`config.mk`:
```
export PLATFORM = sky130hd
export DESIGN_NAME = ps2_keycode_rx
export DESIGN_NICKNAME = d
export VERILOG_FILES = /design/src/rtl/ps2_keycode_rx.sv
export SDC_FILE = /design/constraint.sdc
export NUM_CORES = 1
export LEC_CHECK = 0
export BUFFER_PORTS_ARGS = -buffer_cell sky130_fd_sc_hd__buf_2
export CAP_MARGIN = 0
export CELL_PAD_IN_SITES_DETAIL_PLACEMENT = 0
export CELL_PAD_IN_SITES_GLOBAL_PLACEMENT = 1
export CORE_ASPECT_RATIO = 0.5
export CORE_MARGIN = 2
export CORE_UTILIZATION = 30
export CTS_CLUSTER_SIZE = 25
export DETAILED_ROUTE_END_ITERATION = 12
export PLACE_DENSITY_LB_ADDON = 0.1
export SYNTH_ARGS = -nofsm -noshare
export SYNTH_HDL_FRONTEND = slang
export SYNTH_SLANG_ARGS = --single-unit
```
`constraint.sdc`:
```
create_clock -name Clk -period 3.15 [get_ports Clk]
set_clock_uncertainty 0.2 [all_clocks]
set_input_delay 0.315 -clock Clk [delete_from_list [all_inputs] [get_ports Clk]]
set_output_delay 0.315 -clock Clk [all_outputs]
set_load 0.02 [all_outputs]
```
`src/rtl/ps2_keycode_rx.sv`:
```
`timescale 1ns/1ps
`default_nettype none
// ============================================================================
// Module  : ps2_keycode_rx
// Brief   : PS/2 keyboard receiver translating make/break scan codes into a
//           held-key HID usage code. Define PS2_PARITY_CHECK_EN to discard
//           frames whose odd parity is wrong.
// Revision: 1.0 - initial release
// ============================================================================
module ps2_keycode_rx #(
    parameter int TIMEOUT_CYCLES = 50000
) (
    input  logic       Clk,
    input  logic       Reset_n,
    input  logic       ps2_clk,
    input  logic       ps2_data,
    output logic [7:0] keycode,
    output logic       key_press,
    output logic       frame_err
);

    localparam int               TMO_W    = $clog2(TIMEOUT_CYCLES + 1);
    localparam logic [TMO_W-1:0] TMO_MAX  = TMO_W'(TIMEOUT_CYCLES);
    localparam logic [TMO_W-1:0] TMO_LAST = TMO_W'(TIMEOUT_CYCLES - 1);

    typedef enum logic [1:0] {
        ST_IDLE   = 2'd0,
        ST_DATA   = 2'd1,
        ST_PARITY = 2'd2,
        ST_STOP   = 2'd3
    } state_t;

    logic             clk_s1_q, clk_s1_d;
    logic             clk_s2_q, clk_s2_d;
    logic             clk_s3_q, clk_s3_d;
    logic             dat_s1_q, dat_s1_d;
    logic             dat_s2_q, dat_s2_d;
    state_t           state_q, state_d;
    logic [2:0]       bit_cnt_q, bit_cnt_d;
    logic [8:0]       shift_q, shift_d;
    logic [TMO_W-1:0] tmo_cnt_q, tmo_cnt_d;
    logic [7:0]       byte_q, byte_d;
    logic             byte_vld_q, byte_vld_d;
    logic             ext_q, ext_d;
    logic             brk_q, brk_d;
    logic [7:0]       keycode_q, keycode_d;
    logic             key_press_q, key_press_d;
    logic             frame_err_q, frame_err_d;

    logic             w_fall;
    logic             w_bit;
    logic             w_timeout;
    logic [7:0]       w_mapped;

    function automatic logic [7:0] map_code(input logic [8:0] key);
        logic [7:0] code;
        case (key)
            9'h01D:  code = 8'h1A;
            9'h01C:  code = 8'h04;
            9'h01B:  code = 8'h16;
            9'h023:  code = 8'h07;
            9'h033:  code = 8'h0B;
            9'h076:  code = 8'h29;
            9'h029:  code = 8'h2C;
            9'h05A:  code = 8'h28;
            9'h175:  code = 8'h52;
            9'h172:  code = 8'h51;
            9'h16B:  code = 8'h50;
            9'h174:  code = 8'h4F;
            default: code = 8'h00;
        endcase
        return code;
    endfunction

    assign w_fall    = clk_s3_q & ~clk_s2_q;
    assign w_bit     = dat_s2_q;
    assign w_timeout = (state_q != ST_IDLE) && !w_fall && (tmo_cnt_q >= TMO_LAST);
    assign w_mapped  = map_code({ext_q, byte_q});

    always_comb begin
        clk_s1_d    = ps2_clk;
        clk_s2_d    = clk_s1_q;
        clk_s3_d    = clk_s2_q;
        dat_s1_d    = ps2_data;
        dat_s2_d    = dat_s1_q;
        state_d     = state_q;
        bit_cnt_d   = bit_cnt_q;
        shift_d     = shift_q;
        tmo_cnt_d   = tmo_cnt_q;
        byte_d      = byte_q;
        byte_vld_d  = 1'b0;
        ext_d       = ext_q;
        brk_d       = brk_q;
        keycode_d   = keycode_q;
        key_press_d = 1'b0;
        frame_err_d = 1'b0;

        // Saturating inactivity counter, only meaningful while inside a frame
        if (state_q == ST_IDLE || w_fall) begin
            tmo_cnt_d = '0;
        end else if (tmo_cnt_q != TMO_MAX) begin
            tmo_cnt_d = tmo_cnt_q + TMO_W'(1);
        end

        if (w_fall) begin
            case (state_q)
                ST_IDLE: begin
                    if (!w_bit) begin
                        state_d   = ST_DATA;
                        bit_cnt_d = 3'd0;
                        shift_d   = '0;
                    end
                end
                ST_DATA: begin
                    shift_d   = {w_bit, shift_q[8:1]};
                    bit_cnt_d = bit_cnt_q + 3'd1;
                    if (bit_cnt_q == 3'd7) begin
                        state_d = ST_PARITY;
                    end
                end
                ST_PARITY: begin
                    shift_d = {w_bit, shift_q[8:1]};
                    state_d = ST_STOP;
                end
                ST_STOP: begin
                    state_d   = ST_IDLE;
                    bit_cnt_d = 3'd0;
                    if (!w_bit) begin
                        frame_err_d = 1'b1;
                    end else begin
`ifdef PS2_PARITY_CHECK_EN
                        // shift_q holds 8 data bits plus parity; XOR of 0 means even
                        if (!(^shift_q)) begin
                            frame_err_d = 1'b1;
                            ext_d       = 1'b0;
                            brk_d       = 1'b0;
                        end else begin
                            byte_vld_d = 1'b1;
                            byte_d     = shift_q[7:0];
                        end
`else
                        byte_vld_d = 1'b1;
                        byte_d     = shift_q[7:0];
`endif
                    end
                end
                default: state_d = ST_IDLE;
            endcase
        end

        if (w_timeout) begin
            state_d     = ST_IDLE;
            bit_cnt_d   = 3'd0;
            frame_err_d = 1'b1;
            ext_d       = 1'b0;
            brk_d       = 1'b0;
        end

        // Second stage: prefix tracking and held-key update for an accepted byte
        if (byte_vld_q) begin
            if (byte_q == 8'hE0) begin
                ext_d = 1'b1;
            end else if (byte_q == 8'hF0) begin
                brk_d = 1'b1;
            end else begin
                if (!brk_q) begin
                    if (w_mapped != 8'h00) begin
                        keycode_d   = w_mapped;
                        key_press_d = (w_mapped != keycode_q);
                    end
                end else if (w_mapped == keycode_q) begin
                    keycode_d = 8'h00;
                end
                ext_d = 1'b0;
                brk_d = 1'b0;
            end
        end
    end

    always_ff @(posedge Clk) begin
        if (!Reset_n) begin
            clk_s1_q    <= 1'b1;
            clk_s2_q    <= 1'b1;
            clk_s3_q    <= 1'b1;
            dat_s1_q    <= 1'b1;
            dat_s2_q    <= 1'b1;
            state_q     <= ST_IDLE;
            bit_cnt_q   <= 3'd0;
            shift_q     <= '0;
            tmo_cnt_q   <= '0;
            byte_q      <= 8'h00;
            byte_vld_q  <= 1'b0;
            ext_q       <= 1'b0;
            brk_q       <= 1'b0;
            keycode_q   <= 8'h00;
            key_press_q <= 1'b0;
            frame_err_q <= 1'b0;
        end else begin
            clk_s1_q    <= clk_s1_d;
            clk_s2_q    <= clk_s2_d;
            clk_s3_q    <= clk_s3_d;
            dat_s1_q    <= dat_s1_d;
            dat_s2_q    <= dat_s2_d;
            state_q     <= state_d;
            bit_cnt_q   <= bit_cnt_d;
            shift_q     <= shift_d;
            tmo_cnt_q   <= tmo_cnt_d;
            byte_q      <= byte_d;
            byte_vld_q  <= byte_vld_d;
            ext_q       <= ext_d;
            brk_q       <= brk_d;
            keycode_q   <= keycode_d;
            key_press_q <= key_press_d;
            frame_err_q <= frame_err_d;
        end
    end

    assign keycode   = keycode_q;
    assign key_press = key_press_q;
    assign frame_err = frame_err_q;

endmodule

`default_nettype wire

```
==> results of run 1 <==
==> layout by cell type (no fill, tap or decap), types with 2 or more instances in the layout <==
cell and instances:
sky130_fd_sc_hd__and2_1 4, sky130_fd_sc_hd__nand2_1 36, sky130_fd_sc_hd__a22oi_1 10, sky130_fd_sc_hd__nand2b_1 11, sky130_fd_sc_hd__nand4_1 8, sky130_fd_sc_hd__a21oi_1 13, sky130_fd_sc_hd__a31oi_1 6, sky130_fd_sc_hd__xor2_1 11
sky130_fd_sc_hd__nor4bb_1 3, sky130_fd_sc_hd__o21ai_0 7, sky130_fd_sc_hd__buf_4 3, sky130_fd_sc_hd__and3_1 2, sky130_fd_sc_hd__nor3_1 12, sky130_fd_sc_hd__nor4_1 2, sky130_fd_sc_hd__a32oi_1 2, sky130_fd_sc_hd__dlygate4sd3_1 2
sky130_fd_sc_hd__xnor2_1 6, sky130_fd_sc_hd__clkbuf_16 5, sky130_fd_sc_hd__buf_2 12, sky130_fd_sc_hd__or3_1 7, sky130_fd_sc_hd__nor2b_1 15, sky130_fd_sc_hd__a21boi_0 8, sky130_fd_sc_hd__dfxtp_1 55, sky130_fd_sc_hd__mux2_2 2
sky130_fd_sc_hd__nand3_1 18, sky130_fd_sc_hd__ha_1 8, sky130_fd_sc_hd__nor2_1 24, sky130_fd_sc_hd__o21ai_1 8, sky130_fd_sc_hd__inv_1 5, sky130_fd_sc_hd__a211oi_1 2
==> worst reg2reg max path, delay by kind of cell (launching register included) <==
family                    cells  cell delay [ns]
AOI/OAI and AO/OA             1             0.14
xor gates and xnor gates      1             0.13
DFF                           1             0.39
and+or+nand+nor               5             1.96
==> repair_timing <==
| action | CTS | global route |
|---|---|---|
| gates resized for setup | 0 | 2 |
| setup buffers | 0 | 0 |
| hold endpoints to repair | 2 | 0 |
| hold buffers | 2 | 0 |
| setup endpoints to repair | 0 | 4 |
==> layer usage <==
metal | up-vias | part of all wire
li1 | 1166 | -
met1 | 1041 | 0.52
met2 | 21 | 0.44
met3 | 6 | 0.033
met4 | 0 | 0.0090
met5 | - | 0
==> final timing paths <==
kind	end	slack, ns	cells past startpoint
max reg2reg	keycode[6]	0.22	7
min reg2reg	clk_s2_q	0.21	1
max	keycode[6]	0.22	7
min	clk_s1_q	0.10	2
==> power by group <==
part / leakage, nW / total [W] / switching (W) / internal (W)
registers: 0.444 / 0.000699 / 0.00000142 / 0.000698
clock network: 0.0868 / 0.000643 / 0.000247 / 0.000396
logic: 0.501 / 0.0000253 / 0.0000156 / 0.00000967
total: 1.03 / 0.00137 / 0.000264 / 0.00110
==> area by class of cell <==
class                   instances  area, sq um
fillers                       915         5680
clock buffers                   6          139
flip-flops and latches         55         1100
repair buffers                 17          103
clock inverters                 2         35.0
multi-input cells             250         1580
inverters                       5         18.8
well taps                     117          146
==> per-stage QoR <==
step	setup slack (ns)	total power (W)	utilization	area, sq um	hold slack, ns
2_1_floorplan	0.590	0.000733	-	2740	0.186
3_3_place_gp	0.191	0.000739	0.330	2910	0.196
3_5_place_dp	0.225	0.000739	0.330	2910	0.197
4_1_cts	0.217	0.00139	0.353	3100	0.0985
5_1_grt	0.0569	0.00143	0.355	3120	0.105
6_report	0.218	0.00137	0.355	3120	0.100
==> cell families after synthesis <==
group	count (synthesis)	share of synthesized area
other	1	0.00137
flip-flops	55	0.401
buffers and inverters	19	0.0301
XOR/XNOR	17	0.0543
AND/OR/NAND/NOR	155	0.305
AO/OA/AOI/OAI	66	0.160
adder cells (fa/ha/maj)	8	0.0365
multiplexers	3	0.0119
==> registers in the layout, summed over array words and instances (netlist names), 2 cells and up <==
| register | cells |
|---|---|
| tmo_cnt_q | 16 |
| shift_q | 9 |
| byte_q | 8 |
| keycode | 7 |
| bit_cnt_q | 3 |
| state_q | 2 |
==> cells in the mapped netlist, types with 2 or more instances <==
cell                       number
sky130_fd_sc_hd__a211oi_1       2
sky130_fd_sc_hd__a21boi_0       8
sky130_fd_sc_hd__a21oi_1       13
sky130_fd_sc_hd__a22oi_1       10
sky130_fd_sc_hd__a31oi_1        6
sky130_fd_sc_hd__a32oi_1        2
sky130_fd_sc_hd__and2_1         4
sky130_fd_sc_hd__and3_1         2
sky130_fd_sc_hd__buf_2          3
sky130_fd_sc_hd__buf_4          2
sky130_fd_sc_hd__clkbuf_1       9
sky130_fd_sc_hd__dfxtp_1       55
sky130_fd_sc_hd__ha_1           8
sky130_fd_sc_hd__inv_1          5
sky130_fd_sc_hd__mux2_2         2
sky130_fd_sc_hd__nand2_1       36
sky130_fd_sc_hd__nand2b_1      11
sky130_fd_sc_hd__nand3_1       18
sky130_fd_sc_hd__nand4_1        8
sky130_fd_sc_hd__nor2_1        24
sky130_fd_sc_hd__nor2b_1       15
sky130_fd_sc_hd__nor3_1        12
sky130_fd_sc_hd__nor4_1         2
sky130_fd_sc_hd__nor4b_1        2
sky130_fd_sc_hd__nor4bb_1       3
sky130_fd_sc_hd__o21ai_0        7
sky130_fd_sc_hd__o21ai_1        8
sky130_fd_sc_hd__or3_1          7
sky130_fd_sc_hd__xnor2_1        6
sky130_fd_sc_hd__xor2_1        11
==> results.rst, run 1 <==
.. list-table::
   :header-rows: 1

   * - Metric
     - Value
   * - H-tree depth reported by CTS
     - 2
   * - Min Clock Period, post-route
     - 2.93 ns
   * - Total instance count after detailed placement
     - 442
   * - Area of the mapped netlist
     - 2740 sq um
   * - Post-synthesis area per instance
     - 8.46 sq um
   * - Dominant delay contributor by cell family on the critical path
     - simple AND/OR/NAND/NOR gates
   * - Setup total negative slack
     - 0 ns
   * - Arrival time of the worst setup path
     - 2.90 ns
   * - Net count after synthesis
     - 336
   * - DRC violation count after routing
     - 0
   * - Share of the clock period used by the worst path
     - 0.931
   * - Setup repair after global routing missed its margin
     - no
   * - Number of vias after detailed routing
     - 2234
   * - Number of register bits inferred by synthesis
     - 55
   * - Leakage dissipation
     - 1.03 nW
   * - Sequential fraction of the synthesis area
     - 0.401
   * - Path type of the worst min-delay path
     - in -> reg
   * - Cells traversed along the worst timing path
     - or4b_1 -> or3_1 -> nand3_1 -> xnor2_1 -> nand4_1 -> nor4b_4 -> o21ai_1
   * - Count of routing violations after the opening detailed-route iteration
     - 89
   * - Count of nets after finishing
     - 346
   * - Post-detailed-route wirelength per cell
     - 12.6 um
   * - Maximum ir drop on the vdd rail
     - 299 uV
   * - Final number of hold-violating endpoints
     - 0
   * - Highest fanout seen on the critical path
     - 7
   * - Core area
     - 8800 sq um
   * - Wire length of the first global-routing pass
     - 10.1 mm
   * - Max-capacitance violation count
     - 0
   * - TritonCTS clock tree
     - done
   * - Largest net degree at the start of global routing
     - 34
   * - Met3 capacity usage during global routing
     - 0.0354
   * - Global placement routability congestion
     - 0.803
   * - DR pass1 iterations
     - 4
   * - Crit-path max cell delay
     - 0.65 ns
   * - Power density relative to cell area
     - 438 nW/um^2
   * - Met2 track demand over resource
     - 0.198
   * - Main area contributors after synthesis
     - sky130_fd_sc_hd__dfxtp_1 (40%), sky130_fd_sc_hd__nand2_1 (4.9%), sky130_fd_sc_hd__ha_1 (3.6%)
   * - Die span in y
     - 71.6 um
   * - Starting utilization of the core area
     - 0.312
   * - Number of antenna repair diodes
     - 0
   * - Number of antenna-violating nets in the routed design
     - 0
   * - Global-route usage over all layers
     - 0.123
   * - Largest area contributor in the netlist
     - sky130_fd_sc_hd__dfxtp_1
   * - Startpoint Class
     - flip-flop
   * - Worst setup path startpoint
     - byte_q[7]
   * - Type of element capturing the critical path
     - flip-flop
   * - Detail-routed via count per cell
     - 4.94
   * - Synth warn
     - 0
   * - Worst slew margin relative to its limit
     - 0.530
   * - Critical path start-end classification
     - reg -> reg
   * - Total die area
     - 9970 sq um
   * - Number of synthesized flops with an enable pin
     - 0
   * - Worst path bufs/invs
     - 0
   * - Cell with the largest stage delay on the worst path
     - sky130_fd_sc_hd__or4b_1
   * - Worst-Margin Slew
     - 0.703 ns
   * - Run status
     - complete, no violations
   * - Synth Instances
     - 324
   * - Area fraction of the dominant cell type after synthesis
     - 0.401
   * - Layout cell share with drive strength beyond 1
     - 0.0955
   * - Achievable Freq
     - 341 MHz
   * - Area delta synth->final
     - 13.7%
   * - Hold Startpoint
     - Reset_n
   * - Final std cells w/o fill
     - 452
   * - FF-to-FF Start
     - byte_q[7]
   * - Critical Path RT
     - 3.12 ns
   * - Horizontal extent of the die
     - 139 um
   * - Aggregate routed wire length
     - 5.69 mm
   * - Quantity of I/O buffers inserted on ports
     - 12
   * - Half-perimeter wire length after placement
     - 4.16 mm
   * - Number of placed I/O pins
     - 14
   * - Buffers from clock root to sink, at most
     - 2
   * - Antenna violations before repair
     - 0
   * - Number of sinks handled by clock tree synthesis
     - 55
   * - Grt met1 use
     - 0.163
   * - Grt total ovfl
     - 0
   * - Synth async-reset ratio
     - 0
   * - Leading register cell type out of synthesis
     - sky130_fd_sc_hd__dfxtp_1
   * - Clock root cell
     - sky130_fd_sc_hd__clkbuf_16
   * - Clock latency on the worst-skew pair
     - 0.29 ns
   * - Max-slew violation count
     - 0
   * - Number of endpoints failing setup at the final stage
     - 0
   * - Number of distinct standard cells referenced by the synthesized netlist
     - 53
   * - Clock edge transition at the registers on the reported setup and hold paths
     - 0.07 ns
   * - Via count of the first global-routing pass
     - 2158
   * - Cell Rows
     - 24
   * - CTS buffer count
     - 5
   * - Highest-utilization routing layer at the global route stage
     - met2
Note: power is estimated with default switching activity, not from simulation.
==> run 2, diff against run 1 <==
--- a/config.mk
+++ b/config.mk
@@ -11,8 +11,9 @@
 export CELL_PAD_IN_SITES_GLOBAL_PLACEMENT = 1
 export CORE_ASPECT_RATIO = 0.5
-export CORE_MARGIN = 2
+export CORE_MARGIN = 8
 export CORE_UTILIZATION = 30
 export CTS_CLUSTER_SIZE = 25
 export DETAILED_ROUTE_END_ITERATION = 12
+export MAX_ROUTING_LAYER = met4
 export PLACE_DENSITY_LB_ADDON = 0.1
 export SYNTH_ARGS = -nofsm -noshare
==> constraint.sdc (replaced) <==
create_clock -name Clk -period 3.15 [get_ports Clk]
set_clock_uncertainty 0.2 [all_clocks]
set_input_delay 0.945 -clock Clk [delete_from_list [all_inputs] [get_ports Clk]]
set_output_delay 0.945 -clock Clk [all_outputs]
set_load 0.02 [all_outputs]
==> run 2 against run 1 <==
Compared with the run above:
- critical path depth stayed put
- wire length increased by 3.2%
- clock power is 16% lower
- critical path type unchanged
- largest cell class unchanged
- first-iteration DRC count increased by 93%
==> results.rst, run 2 (synthesis gave the netlist of run 1 again) <==
.. list-table::
   :header-rows: 1

   * - Metric
     - Value
   * - Run status
     - complete, no violations
   * - Crit-path max cell delay
     - 0.66 ns (about the same)
   * - Largest net degree at the start of global routing
     - 24 (-29%)
   * - Clock share of power
     - 0.428 (-0.042)
   * - Pre-CTS WS
     - 0.215 ns (-0.0109 ns)
   * - Max-capacitance violation count
     - 0 (unchanged)
   * - Worst hold margin
     - 0.218 ns (+0.118 ns)
   * - Area after DPL
     - 2900 sq um (-0.26%)
   * - CTS buffer count
     - 5 (unchanged)
   * - Number of vias after detailed routing
     - 2260 (+1.2%)
   * - Share of power burned in combinational logic
     - 0.019 (about the same)
   * - Min Clock Period, post-route
     - 2.95 ns (+0.0189 ns)
   * - Power density relative to cell area
     - 416 nW/um^2 (-5.2%)
   * - Grt total ovfl
     - 0 (unchanged)
   * - Leading cell types in the layout, fill and taps excluded
     - sky130_fd_sc_hd__dfxtp_1 (55), sky130_fd_sc_hd__nand2_1 (36), sky130_fd_sc_hd__nor2_1 (24), sky130_fd_sc_hd__nand3_1 (18), sky130_fd_sc_hd__nor2b_1 (15)
   * - Switching part of the total power
     - 0.207 (+0.0141)
   * - Starting utilization of the core area
     - 0.312 (unchanged)
   * - Critical Path RT
     - 3.11 ns (about the same)
   * - Number of sinks handled by clock tree synthesis
     - 55 (unchanged)
   * - TritonCTS clock tree
     - done
   * - Number of antenna repair diodes
     - 0 (unchanged)
   * - Cell Rows
     - 24 (unchanged)
   * - Registers with the highest flip-flop counts
     - tmo_cnt_q: 16 flops, shift_q: 9 flops, byte_q: 8 flops
   * - # hold bufs at CTS
     - 0 (-2)
   * - Largest register by flop count
     - tmo_cnt_q
   * - Horizontal extent of the die
     - 151 um (+8.6%)
   * - Wire length of the first global-routing pass
     - 10.2 mm (+0.81%)
   * - Leakage dissipation
     - 0.990 nW (-4.1%)
   * - Number of placed I/O pins
     - 14 (unchanged)
   * - Setup total negative slack
     - 0 ns (unchanged)
   * - Highest fanout seen on the critical path
     - 7 (unchanged)
   * - Type of element capturing the critical path
     - flip-flop
   * - Global-route usage over all layers
     - 0.0998 (-0.0229)
   * - Post-route cell area
     - 3040 sq um (-2.6%)
   * - Post-CTS setup buffer count
     - 0 (unchanged)
   * - Critical path start-end classification
     - reg -> reg
   * - Clock root cell
     - sky130_fd_sc_hd__clkbuf_16
   * - Path type of the worst min-delay path
     - reg -> reg
   * - Worst slew margin relative to its limit
     - 0.292 (-0.238)
   * - Quantity of I/O buffers inserted on ports
     - 12 (unchanged)
   * - Count of nets after finishing
     - 343 (-0.87%)
   * - Setup repair after global routing missed its margin
     - no
   * - Count of routing violations after the opening detailed-route iteration
     - 172 (+93%)
   * - Arrival time of the worst setup path
     - 2.91 ns (about the same)
   * - Half-perimeter wire length after placement
     - 4.20 mm (+0.92%)
   * - Aggregate routed wire length
     - 5.88 mm (+3.2%)
   * - Clock latency on the worst-skew pair
     - 0.29 ns (about the same)
   * - Detail-routed via count per cell
     - 5.03 (+1.8%)
   * - Post-cts repair resize count
     - 0 (unchanged)
   * - H-tree depth reported by CTS
     - 2 (unchanged)
   * - Startpoint Class
     - flip-flop
   * - Max-slew violation count
     - 0 (unchanged)
   * - Total die area
     - 12600 sq um (+27%)
   * - Number of endpoints failing setup at the final stage
     - 0 (unchanged)
   * - Post-detailed-route wirelength per cell
     - 13.1 um (+3.9%)
   * - Number of flip-flops under the largest register name
     - 16 (unchanged)
   * - Net switching power figure
     - 0.000262 W (-0.95%)
   * - Most common cell after layout, fill and taps aside
     - sky130_fd_sc_hd__dfxtp_1
   * - Layout cell share with drive strength beyond 1
     - 0.0843 (-0.0112)
   * - Share of the clock period used by the worst path
     - 0.937 (+0.00600)
   * - Final number of hold-violating endpoints
     - 0 (unchanged)
   * - Cells traversed along the worst timing path
     - or4b_1 -> or3_1 -> nand3_1 -> xnor2_1 -> nand4_1 -> nor4b_4 -> o21ai_1
   * - Sequential group share of total power
     - 0.554 (+0.043)
   * - Core area
     - 8800 sq um (unchanged)
   * - Achievable Freq
     - 339 MHz (-0.64%)
   * - Filler cells
     - 935 (+2.2%)
   * - Antenna violations before repair
     - 0 (unchanged)
   * - Clock edge transition at the registers on the reported setup and hold paths
     - 0.07 ns (about the same)
   * - Global placement routability congestion
     - 0.806 (+0.32%)
   * - DRC violation count after routing
     - 0 (unchanged)
   * - Internal power consumption
     - 0.00100 W (-9.3%)
   * - Maximum ir drop on the vdd rail
     - 180 uV (-40%)
   * - DR pass1 iterations
     - 6 (+2)
   * - Buffers from clock root to sink, at most
     - 2 (unchanged)
   * - Number of antenna-violating nets in the routed design
     - 0 (unchanged)
   * - Die span in y
     - 83.6 um (+17%)
   * - Worst-case setup margin in the final layout
     - 0.199 ns (-0.0189 ns)
   * - Cell with the largest stage delay on the worst path
     - sky130_fd_sc_hd__or4b_1
   * - Worst-Margin Slew
     - 1.05 ns (+0.348 ns)
   * - Area delta synth->final
     - 10.8%
   * - Via count of the first global-routing pass
     - 2086 (-3.3%)
run 2: cell types whose count changed in the layout (fill, tap and decap cells not counted), sizes merged:
cell         before  now
dlygate4sd3       2    0
buf              15   14
bufinv            1    0
clkbuf            6    7
run 2: metrics by stage:
step / utilization / power (W) / instances
global placement: 0.330 / 0.000739 / 441
global route: 0.345 / 0.00133 / 449
floorplan: - / 0.000733 / 324
detailed placement: 0.330 / 0.000739 / 441
finish: 0.345 / 0.00126 / 449
CTS: 0.345 / 0.00129 / 449
run 2: metal layers:
metal | part of all wire | up-vias | routed length (um) | track usage
met2 | 0.43 | 34 | 2510 | 0.141
li1 | - | 1167 | - | -
met1 | 0.52 | 1052 | 3050 | 0.132
met3 | 0.042 | 7 | 246 | 0.0325
met5 | 0 | - | 0 | -
met4 | 0.012 | 0 | 70 | 0.0268
run 2: cell type report:
| type | count | area [sq um] | area share |
|---|---|---|---|
| Multi-Input combinational cell | 250 | 1560 | 0.513 |
| Clock inverter | 1 | 5.00 | 0.00165 |
| Sequential cell | 55 | 1100 | 0.362 |
| Clock buffer | 7 | 133 | 0.0437 |
| Inverter | 5 | 18.8 | 0.00618 |
| Tap cell | 117 | 146 | 0.0482 |
| Timing Repair Buffer | 14 | 75.1 | 0.0247 |
run 2: critical path: cells and delay by family (launching register included):
kind / cells / cell delay [ns]
flops: 1 / 0.36
compound gates: 1 / 0.15
simple gates: 5 / 1.98
xor+xnor: 1 / 0.13
run 2: worst paths after layout:
| path | startpoint | to | slack (ns) | depth (start not counted) |
|---|---|---|---|---|
| worst min register to register | dat_s1_q | dat_s2_q | 0.22 | 1 |
| worst max-delay path | byte_q[6] | keycode[6] | 0.20 | 7 |
| worst max register to register | byte_q[6] | keycode[6] | 0.20 | 7 |
| worst min-delay path | dat_s1_q | dat_s2_q | 0.22 | 1 |
run 2: power groups by stage:
stage	logic, W	clock network (W)	registers (W)
2_1_floorplan	0.0000182	0	0.000715
3_3_place_gp	0.0000233	0	0.000715
3_5_place_dp	0.0000234	0	0.000715
4_1_cts	0.0000235	0.000570	0.000699
5_1_grt	0.0000257	0.000607	0.000699
6_report	0.0000235	0.000540	0.000699
==> run 3, diff against run 2 <==
Settings changed: CELL_PAD_IN_SITES_DETAIL_PLACEMENT 0 to default, CELL_PAD_IN_SITES_GLOBAL_PLACEMENT 1 to default, PLACE_DENSITY_LB_ADDON 0.1 to default.
==> run 3 against run 2 <==
Compared with the run above:
- register-to-register slack better by 0.09 ns
- highest routed layer unchanged
- wire length is 7.5% lower
- largest power group unchanged
- sequential power about the same
- largest cell class unchanged
- final cell count did not move
- critical endpoint is now keycode[5]
==> results.rst, run 3 (synthesis gave the netlist of run 1 again) <==
.. list-table::
   :header-rows: 1

   * - Metric
     - Value
   * - TritonCTS clock tree
     - done
   * - Quantity of I/O buffers inserted on ports
     - 12 (unchanged)
   * - Setup slack of the most critical reg-to-reg path
     - 0.28 ns (+0.09 ns)
   * - Path type of the worst min-delay path
     - reg -> reg
   * - Post-route cell area
     - 3040 sq um (+0.12%)
   * - Clock latency on the worst-skew pair
     - 0.29 ns (about the same)
   * - Dominant delay contributor by cell family on the critical path
     - simple AND/OR/NAND/NOR gates
   * - Count of nets after finishing
     - 343 (unchanged)
   * - Grt total ovfl
     - 0 (unchanged)
   * - Cell with the largest stage delay on the worst path
     - sky130_fd_sc_hd__or4b_1
   * - Worst slew margin relative to its limit
     - 0.264 (-0.0276)
   * - Buffers from clock root to sink, at most
     - 2 (unchanged)
   * - Cells traversed along the worst timing path
     - or4b_1 -> or3_1 -> nand3_1 -> xnor2_1 -> nand4_1 -> nor4b_4 -> o21ai_1
   * - Starting utilization of the core area
     - 0.312 (unchanged)
   * - Leading cell types in the layout, fill and taps excluded
     - sky130_fd_sc_hd__dfxtp_1 (55), sky130_fd_sc_hd__nand2_1 (36), sky130_fd_sc_hd__nor2_1 (24), sky130_fd_sc_hd__nand3_1 (18), sky130_fd_sc_hd__nor2b_1 (15)
   * - Share of power burned in combinational logic
     - 0.018 (about the same)
   * - FF-to-FF Start
     - byte_q[6]
   * - Cell Rows
     - 24 (unchanged)
   * - Aggregate routed wire length
     - 5.43 mm (-7.5%)
   * - Number of flip-flops under the largest register name
     - 16 (unchanged)
   * - Number of endpoints failing setup at the final stage
     - 0 (unchanged)
   * - # hold bufs at CTS
     - 0 (unchanged)
   * - Die span in y
     - 83.6 um (unchanged)
   * - Core area
     - 8800 sq um (unchanged)
   * - Hold Startpoint
     - clk_s1_q
   * - Registers with the highest flip-flop counts
     - tmo_cnt_q: 16 flops, shift_q: 9 flops, byte_q: 8 flops
   * - Post-CTS setup buffer count
     - 0 (unchanged)
   * - Worst path bufs/invs
     - 0 (unchanged)
   * - Largest net degree at the start of global routing
     - 23 (-4.2%)
   * - Clock edge transition at the registers on the reported setup and hold paths
     - 0.07 ns (about the same)
   * - Final number of hold-violating endpoints
     - 0 (unchanged)
   * - Detail-routed via count per cell
     - 4.99 (-0.80%)
   * - Crit-path max cell delay
     - 0.65 ns (about the same)
   * - Post-detailed-route wirelength per cell
     - 12.1 um (-7.5%)
   * - Worst setup path startpoint
     - byte_q[6]
   * - Sequential group share of total power
     - 0.555 (about the same)
   * - Number of antenna-violating nets in the routed design
     - 0 (unchanged)
   * - Clock root cell
     - sky130_fd_sc_hd__clkbuf_16
   * - Layout cell share with drive strength beyond 1
     - 0.0873 (+0.00301)
   * - Max-slew violation count
     - 0 (unchanged)
   * - Half-perimeter wire length after placement
     - 3.85 mm (-8.4%)
   * - Internal power consumption
     - 0.00100 W (about the same)
   * - Clock share of power
     - 0.426 (-0.002)
   * - Setup total negative slack
     - 0 ns (unchanged)
   * - Number of sinks handled by clock tree synthesis
     - 55 (unchanged)
   * - Antenna violations before repair
     - 0 (unchanged)
   * - Highest fanout seen on the critical path
     - 7 (unchanged)
   * - H-tree depth reported by CTS
     - 2 (unchanged)
   * - Maximum ir drop on the vdd rail
     - 185 uV (+2.6%)
   * - Number of vias after detailed routing
     - 2242 (-0.80%)
   * - Type of element capturing the critical path
     - flip-flop
   * - Worst-Margin Slew
     - 1.09 ns (+0.0410 ns)
   * - Most common cell after layout, fill and taps aside
     - sky130_fd_sc_hd__dfxtp_1
   * - Setup repair after global routing missed its margin
     - no
   * - Global-route usage over all layers
     - 0.0914 (-0.00842)
   * - Post-cts repair resize count
     - 0 (unchanged)
   * - Switching part of the total power
     - 0.206 (-0.00158)
   * - Wire length of the first global-routing pass
     - 9.56 mm (-5.9%)
   * - Achievable Freq
     - 349 MHz (+3.0%)
   * - Leakage dissipation
     - 0.988 nW (-0.10%)
   * - Share of the clock period used by the worst path
     - 0.910 (-0.0272)
   * - CTS buffer count
     - 5 (unchanged)
   * - Horizontal extent of the die
     - 151 um (unchanged)
   * - Number of placed I/O pins
     - 14 (unchanged)
   * - Number of antenna repair diodes
     - 0 (unchanged)
   * - Critical Path RT
     - 3.12 ns (about the same)
   * - Count of routing violations after the opening detailed-route iteration
     - 190 (+10%)
   * - DRC violation count after routing
     - 0 (unchanged)
   * - Arrival time of the worst setup path
     - 2.83 ns (-0.08 ns)
   * - Run status
     - complete, no violations
   * - Area delta synth->final
     - 10.9%
   * - Max-capacitance violation count
     - 0 (unchanged)
   * - Power density relative to cell area
     - 414 nW/um^2 (-0.41%)
   * - Critical path start-end classification
     - reg -> reg
   * - Largest register by flop count
     - tmo_cnt_q
   * - Startpoint Class
     - flip-flop
   * - Total die area
     - 12600 sq um (unchanged)
   * - Global placement routability congestion
     - 0.820 (+1.8%)
   * - Area after DPL
     - 2900 sq um (unchanged)
   * - Via count of the first global-routing pass
     - 2086 (unchanged)
   * - DR pass1 iterations
     - 4 (-2)
   * - Min Clock Period, post-route
     - 2.87 ns (-0.0855 ns)
   * - Net switching power figure
     - 0.000259 W (-1.0%)
run 3: cell count changes in the layout (fill, tap and decap cells not counted):
| cell | previous run | this run |
|---|---|---|
| sky130_fd_sc_hd__clkbuf_1 | 2 | 1 |
| sky130_fd_sc_hd__clkinvlp_4 | 0 | 1 |
run 3: worst paths after layout:
kind                                   end  cells past startpoint
worst max-delay path            keycode[5]                      7
worst min register to register    clk_s2_q                      1
worst max register to register  keycode[5]                      7
worst min-delay path              clk_s2_q                      1
run 3: final cells by class:
type | count | area (sq um)
Clock buffer | 6 | 129
Inverter | 5 | 18.8
Multi-Input combinational cell | 250 | 1560
Fill cell | 934 | 5760
Sequential cell | 55 | 1100
Clock inverter | 2 | 12.5
Timing Repair Buffer | 14 | 75.1
Tap cell | 117 | 146
run 3: per-stage QoR:
step                      worst slack (ns)  instances  power, W   util  hold slack (ns)
final                                0.285        449   0.00126  0.346            0.219
after global placement               0.286        441  0.000738  0.330            0.193
after detailed placement             0.318        441  0.000739  0.330            0.210
after CTS                            0.305        449   0.00127  0.346            0.226
after floorplan                      0.590        324  0.000733      -            0.186
after global routing                0.0821        449   0.00131  0.346            0.253
run 3: power groups by stage:
stage                     combinational [W]  sequential [W]  clock (W)
after floorplan                   0.0000182        0.000715          0
final                             0.0000232        0.000699   0.000536
after global routing              0.0000262        0.000699   0.000581
after global placement            0.0000230        0.000715          0
after detailed placement          0.0000233        0.000715          0
after CTS                         0.0000234        0.000699   0.000552
run 3: layer usage:
metal | vias up | track usage | routed length [um]
met1 | 1047 | 0.113 | 2790
li1 | 1165 | - | -
met3 | 5 | 0.0195 | 124
met5 | - | - | 0
met2 | 25 | 0.142 | 2440
met4 | 0 | 0.0348 | 72
